==> config.mk <==
export PLATFORM = sky130hd
export DESIGN_NAME = mm_operand_loader
export DESIGN_NICKNAME = d
export VERILOG_FILES = /design/src/rtl/mm_operand_loader.sv
export SDC_FILE = /design/constraint.sdc
export NUM_CORES = 1
export LEC_CHECK = 0
export ABC_AREA = 1
export BUFFER_PORTS_ARGS = -buffer_cell sky130_fd_sc_hd__buf_2
export CAP_MARGIN = 0
export CORE_ASPECT_RATIO = 1.4
export CORE_MARGIN = 2
export CORE_UTILIZATION = 48
export CTS_BUF_LIST = sky130_fd_sc_hd__clkbuf_16
export CTS_CLUSTER_DIAMETER = 150
export DETAILED_ROUTE_END_ITERATION = 12
export GPL_TIMING_DRIVEN = 0
export PLACE_DENSITY = 0.81
export RECOVER_POWER = 50
export SLEW_MARGIN = 20
export SYNTH_ARGS = -nofsm -noshare
export SYNTH_HDL_FRONTEND = slang
export SYNTH_SLANG_ARGS = --single-unit
==> constraint.sdc <==
create_clock -name clk -period 2.9 [get_ports clk]
set_clock_uncertainty 0.2 [all_clocks]
set_input_delay 0.29 -clock clk [delete_from_list [all_inputs] [get_ports clk]]
set_output_delay 0.29 -clock clk [all_outputs]
set_load 0.005 [all_outputs]
==> src/rtl/mm_operand_loader.sv <==
// mm_operand_loader: buffers serial A then B elements and hands both operands to the multiplier in parallel.
// Optional SOF framing check is compiled in with `define MM_LOADER_SOF_CHECK_EN.
module mm_operand_loader #(
   parameter int DATA_W = 16,
   parameter int DIM    = 3,
   parameter int CNT_W  = 8
) (
   input  logic                      clk,
   input  logic                      rst_n,
   input  logic                      in_valid,
   output logic                      in_ready,
   input  logic [DATA_W-1:0]         in_data,
   input  logic                      in_sof,
   output logic                      mat_valid,
   input  logic                      mat_ready,
   output logic [DIM*DIM*DATA_W-1:0] mat_a,
   output logic [DIM*DIM*DATA_W-1:0] mat_b,
   output logic                      busy,
   output logic [CNT_W-1:0]          matrix_count,
   output logic                      err
);
   localparam int N     = DIM * DIM;
   localparam int IDX_W = $clog2(N);

   typedef enum logic [1:0] {LOAD_A, LOAD_B, PRESENT} state_t;

   state_t            state, state_next;
   logic [IDX_W-1:0]  idx, idx_next, wr_idx;
   logic              accept, last, wr_a, wr_b, drop, resync;

   assign accept    = in_valid && in_ready;
   assign last      = idx == IDX_W'(N - 1);
   assign in_ready  = state != PRESENT;
   assign mat_valid = state == PRESENT;
   assign busy      = state == LOAD_B || (state == LOAD_A && idx != '0);
   assign wr_idx    = resync ? '0 : idx;

`ifdef MM_LOADER_SOF_CHECK_EN
   assign drop   = accept && state == LOAD_A && idx == '0 && !in_sof;
   assign resync = accept && in_sof && busy;
`else
   logic unused_sof;
   assign unused_sof = in_sof;
   assign drop       = 1'b0;
   assign resync     = 1'b0;
`endif

   // state register
   always_ff @(posedge clk) begin
      if (!rst_n) state <= LOAD_A;
      else        state <= state_next;
   end

   // next state, slot index and operand write enables
   always_comb begin
      state_next = state;
      idx_next   = idx;
      wr_a       = 1'b0;
      wr_b       = 1'b0;
      if (resync) begin
         state_next = LOAD_A;
         idx_next   = IDX_W'(1);
         wr_a       = 1'b1;
      end else if (!drop) begin
         case (state)
            LOAD_A: if (accept) begin
               wr_a       = 1'b1;
               idx_next   = last ? '0 : idx + IDX_W'(1);
               state_next = last ? LOAD_B : LOAD_A;
            end
            LOAD_B: if (accept) begin
               wr_b       = 1'b1;
               idx_next   = last ? '0 : idx + IDX_W'(1);
               state_next = last ? PRESENT : LOAD_B;
            end
            default: state_next = mat_ready ? LOAD_A : PRESENT;
         endcase
      end
   end

   // operand buffers, index, handoff counter and error pulse
   always_ff @(posedge clk) begin
      if (!rst_n) begin
         idx          <= '0;
         mat_a        <= '0;
         mat_b        <= '0;
         matrix_count <= '0;
         err          <= 1'b0;
      end else begin
         idx <= idx_next;
         err <= drop || resync;
         if (wr_a) mat_a[int'(wr_idx)*DATA_W +: DATA_W] <= in_data;
         if (wr_b) mat_b[int'(wr_idx)*DATA_W +: DATA_W] <= in_data;
         if (mat_valid && mat_ready) matrix_count <= matrix_count + CNT_W'(1);
      end
   end
endmodule

==> metrics, run 1 <==
power share of the clock group=43.5%; share of the synthesized area in the top cell type=46.16%; Die Height=199.5 um; syn_nets=2024; Data arrival, critical path=3.33 ns; Setup WS post-layout=-0.1453 ns; Seq pwr share=47.6%; Post-DRT Antenna Nets=0; Synth cell types=34; die area=28640 um^2; Ports=321; Worst setup EP type=flip-flop; CTS tree=done; Required @ worst endpoint=3.19 ns; Internal Power=6.523 mW; crit path kind=flip-flop to flip-flop; Layout area overhead=24.73%; part of the power in combinational logic=8.9%; RSZ-0062 raised after global routing=true; Starting Density=48.82%; first-pass GRT wire length=67.83 mm; TritonRoute pass-1 iters=6; min cycle time layout=3.045 ns; fin. max-slew vios=0; Total Routed Length=46.19 mm; peak supply drop=419.0 uV; largest area contributor in the netlist=dfxtp_1; vias in the first global route=12898; power density over the cells=537.2 nW/um^2; # rows=71; Slew HR=32.33%; Leak=8.524 nW; switching pwr=2.253 mW; share of cells above drive strength 1=13.06%; clock buffer count from CTS=29; crit-path max FO=10; Final HPWL DP=35.22 mm; clock latency on the worst-skew pair=0.55 ns; Mapped Area=13100 um^2; TNS Setup=-0.4430 ns; cell count after synthesis=1999; Post-Place Cells=2681; CP startpoint kind=flip-flop; largest net degree at the start of global routing=16; run status=finished, violations left; antenna violations before repair=3; Clock H-tree levels=1; PortBufs=317; gr usage total=30.74%; final setup violation count=7; via count=13813; Net count, final=2386; CTS max path bufs=3; routed vias/inst=5.027; clock sink count=302; Starting DRT DRC Count=974; CTS clk-pin slew, worst paths=0.07 ns; Max Cap Violations=0; max frequency=0.3284 GHz; final period utilization=105.0%; DRC violation count after routing=0; grt ovf=0; worst-margin pin slew=1.007 ns; worst hold path type=input pin to flip-flop; largest cells by area after synthesis=dfxtp_1 46%, nor2_1 17%, nand2_1 13%; yosys warns=0; CTS root buf=clkbuf_16; Seq/Total Area, Yosys=46.16%; Final Hold Fails=0; gpl congestion=0.9992; final non-filler cell total=2748; violated checks=setup timing; pre-CTS WS=-0.6846 ns; synthesis-stage register bit count=302; WL per Instance=16.81 um; core area=26830 um^2; Mean Syn Cell Area=6.552 um^2; Sw Share=25.67%; die boundary width=143.6 um
==> worst max-delay path, stage by stage (launching register included) <==
cell and delay, ns:
dfxtp_1 0.32, buf_4 0.18, inv_4 0.13, buf_6 0.17, ha_2 0.28, buf_4 0.20
clkbuf_2 0.25, nor3_1 0.87, nand2_1 0.11, nand2_1 0.13, nand2_1 0.05, nor2_1 0.08
==> stage by stage <==
stage,instance area (um^2),hold slack [ns],total power [mW],util (%)
after detailed placement,15140,0.2544,4.926,56.44
final,16340,0.01729,8.776,60.89
after CTS,16360,0.003901,8.713,60.98
after global routing,16330,0.04662,8.984,60.89
after global placement,15140,0.2447,4.920,56.44
after floorplan,13100,0.2612,4.681,-
==> power by group through the flow <==
stage,logic [mW],clock network [mW],registers [mW]
after floorplan,0.414,0,4.27
after global placement,0.651,0,4.27
after detailed placement,0.657,0,4.27
after CTS,0.712,3.83,4.18
after global routing,0.821,3.99,4.18
final,0.781,3.82,4.18
==> cell usage after synthesis (all sizes together) <==
cell type and number:
conb 1, clkbuf 57, ha 4, a211oi 2
buf 48, nand4 43, clkinv 1, nand2 464
o211ai 1, o21a 1, inv 263, nand3 51
nor3 54, xor2 5, nor2 603, o21ai 74
nor3b 1, dfxtp 302, a21oi 23, and3 1
==> state kept, by name, indices dropped and copies added (netlist names) <==
register and count:
mat_a 144, state 2, idx 4, matrix_count 8, mat_b 144
==> cells in the final DEF, fill, tap and decap left out, types with 2 or more instances in the layout <==
master	instances
nor2_1	585
ha_1	3
a211oi_1	2
inv_4	2
nand2_4	2
o21ai_0	69
buf_6	5
nor3_1	26
buf_12	3
dlygate4sd3_1	5
clkbuf_2	3
dfxtp_1	302
nor3_4	9
clkbuf_1	230
buf_2	161
nand3_1	48
nor3_2	19
buf_4	19
nor2_2	9
nand4_1	37
clkinv_1	4
clkbuf_16	29
nand3_4	2
nor2_4	8
nand2_2	4
a21oi_1	22
inv_2	6
bufinv_16	4
diode_2	2
nand4_4	2
clkinv_4	2
clkbuf_4	4
clkinv_2	8
o21ai_1	5
nand4_2	4
buf_1	6
nand2_1	458
xor2_1	5
inv_1	258
==> routing by layer <==
metal | up-vias | global-route usage (%) | routed length [um]
met3 | 216 | 5.320 | 3995
met4 | 0 | 19.68 | 3469
met2 | 692 | 54.66 | 22220
li1 | 6731 | - | -
met1 | 6174 | 33.44 | 16510
met5 | - | 0 | 0
==> worst paths after layout <==
check | from | endpoint | slack (ns) | depth (start not counted)
max reg2reg | idx[0] | mat_a[54] | -0.15 | 11
min | in_data[13] | mat_a[13] | 0.02 | 5
max | idx[0] | mat_a[54] | -0.15 | 11
min reg2reg | mat_b[18] | mat_b[18] | 0.27 | 2
==> layout make-up <==
type,count,area [um^2]
clock inverters,22,219.0
multi-input cells,1328,5838
flip-flops and latches,302,6046
diodes,2,5.005
fillers,2599,10490
well taps,365,456.7
plain buffers,105,531.8
repair buffers,331,1514
inverters,264,1001
clock buffers,29,725.7
==> cells by family after synthesis <==
family / Yosys count / synth area share, %
AOI/OAI and AO/OA: 101 / 3.965
xor gates and xnor gates: 5 / 0.3343
adders and majority gates: 4 / 0.3821
buffers and inverters: 369 / 11.18
DFF: 302 / 46.16
other: 1 / 0.02863
and+or+nand+nor: 1217 / 37.95
==> repair_timing <==
item	4_1_cts	5_1_grt
hold buffers	5	0
gates resized for setup	39	62
buffers inserted	5	4
pin swaps	4	7
hold endpoints to repair	7	0
setup endpoints to repair	288	232
Note: power is estimated with default switching activity, not from simulation.
==> run 2: changes to the inputs <==
CORE_UTILIZATION = 45   (was 48)
PLACE_DENSITY = 0.74   (was 0.81)
clock period = 3.9 ns   (was 2.9 ns; I/O delays follow)
==> run 2 against run 1 <==
The run now ends clean. Critical endpoint is now mat_a[18]. Final cell count about the same. Largest power group unchanged. Sequential power fell by 26%. Critical path type unchanged. Clock-buffer cell count is the same. Flip-flop and latch count unchanged. Via count is 2.9% lower. Setup slack gained 0.26 ns. Fmax is 20% lower. Design area decreased by 2.3%. Routed wire length is 0.57% lower. Clock power shrank 22%. Global-route usage is 1.7 points lower.
==> metrics, run 2 (synthesized netlist as in run 1, its figures left out) <==
met1 WL=17.14 mm; crit path kind=flip-flop to flip-flop; Antenna diodes=0; routed vias/inst=4.886; grt ovf=0; Tot Pwr=6.599 mW; Layout area overhead=21.91%; Starting DRT DRC Count=873; clock buffer count from CTS=29; Leak=8.435 nW; TNS Setup=0 ns; power share of the clock group=45.2%; fin. max-slew vios=0; peak supply drop=293.8 uV; final period utilization=97.00%; TritonRoute pass-1 iters=5; gpl congestion=0.9918; CTS tree=done; CP startpoint kind=flip-flop; RSZ-0062 raised after global routing=false; run status=completed; largest net degree at the start of global routing=16; share of cells above drive strength 1=11.43%; via count=13418; WL per Instance=16.73 um; max frequency=0.2643 GHz; min cycle time layout=3.783 ns; Final Hold Fails=0; Starting Density=45.96%; clock latency on the worst-skew pair=0.55 ns; Max Cap Violations=0; DRC violation count after routing=0; Internal Power=4.952 mW; Net count, final=2374; antenna violations before repair=2; CTS clk-pin slew, worst paths=0.07 ns; WL met2=22.40 mm; worst hold path type=input pin to flip-flop; DR top layer=met5; clock sink count=302; Die Height=205.9 um; final setup violation count=0; Largest regs=mat_a x144, mat_b x144, matrix_count x8; part of the power in combinational logic=7.8%; Slew HR=23.54%; die area=30510 um^2; Total Routed Length=45.93 mm; CTS max path bufs=3; commonest non-fill, non-tap cell in the layout=nor2_1; die boundary width=148.2 um; Ports=321; core area=28500 um^2; # rows=73; vias in the first global route=12766; commonest cells after routing, fill and taps aside=589 x nor2_1, 459 x nand2_1, 302 x dfxtp_1, 259 x inv_1, 224 x clkbuf_1; Sw Share=24.97%; routed wl met3=3.433 mm; Clock H-tree levels=1; Final HPWL DP=35.84 mm; Data arrival, critical path=4.07 ns; CTS root buf=clkbuf_16; switching pwr=1.648 mW; power density over the cells=413.3 nW/um^2; worst-margin pin slew=1.138 ns; crit-path max FO=10; Post-DRT Antenna Nets=0; Worst setup EP type=flip-flop; Seq pwr share=47.0%; first-pass GRT wire length=68.62 mm; Required @ worst endpoint=4.19 ns; PortBufs=317; gr usage total=29.02%
==> run 2: changes by cell type in the layout (fill, tap and decap cells not counted), moves of 4 or more <==
cell | before | now
nor2_1 | 585 | 589
clkbuf_1 | 230 | 224
buf_4 | 19 | 6
clkbuf_4 | 4 | 0
nor3_1 | 26 | 51
buf_2 | 161 | 181
nor3_2 | 19 | 2
nor3_4 | 9 | 1
nor2_4 | 8 | 4
==> run 2: final cells by class <==
cell class / instances / area [um^2]
Inverter: 264 / 992.2
Clock buffer: 29 / 725.7
Tap cell: 375 / 469.2
Sequential cell: 302 / 6046
Clock inverter: 24 / 267.8
Buffer: 105 / 471.7
Timing Repair Buffer: 319 / 1396
Fill cell: 2897 / 12530
Multi-Input combinational cell: 1328 / 5598
==> run 2: repair_timing <==
action / CTS / global route
gates resized for setup: 0 / 2
endpoints found under the setup margin: 0 / 3
endpoints found under the hold margin: 2 / 0
hold buffers: 2 / 0
buffers inserted: 0 / 0
==> run 2: routing by layer <==
metal / up-vias / global-route usage, %
met5: - / 0
met2: 559 / 51.90
met1: 5995 / 32.36
li1: 6709 / -
met3: 153 / 4.879
met4: 2 / 16.94
==> run 2: final timing paths <==
check / slack, ns / to / startpoint / cells after the start
worst max-delay path: 0.12 / mat_a[18] / idx[0] / 12
worst min-delay path: 0.06 / mat_b[1] / in_data[1] / 5
worst max register to register: 0.12 / mat_a[18] / idx[0] / 12
worst min register to register: 0.27 / mat_a[17] / mat_a[17] / 2
==> run 2: per-stage QoR <==
| step | setup WS, ns | std cells | util [%] | area, um^2 | hold WS (ns) |
|---|---|---|---|---|---|
| after global placement | 0.2438 | 2691 | 53.17 | 15150 | 0.2470 |
| after global routing | 0.007887 | 2746 | 56.03 | 15970 | 0.08412 |
| after detailed placement | 0.2339 | 2691 | 53.17 | 15150 | 0.2548 |
| after floorplan | 1.227 | 1999 | - | 13100 | 0.2612 |
| after CTS | 0.2274 | 2746 | 56.73 | 16170 | 0.04584 |
| final | 0.1169 | 2746 | 56.03 | 15970 | 0.06421 |
==> run 2: power groups by stage <==
stage                     registers (mW)  clock network [mW]  logic [mW]
after CTS                           3.10                3.00       0.498
after global routing                3.10                3.12       0.546
after global placement              3.17                   0       0.490
after floorplan                     3.17                   0       0.307
after detailed placement            3.17                   0       0.494
final                               3.10                2.98       0.512
==> run 2: critical path: stages (launching register included) <==
cell and delay, ns:
dfxtp_1 0.35, buf_2 0.27, inv_2 0.16, buf_1 0.27, ha_1 0.35, buf_2 0.27
clkinv_2 0.26, buf_1 0.32, nor3_1 0.77, nand2_1 0.18, nand3_1 0.14, nand2_1 0.07
nor2_1 0.12
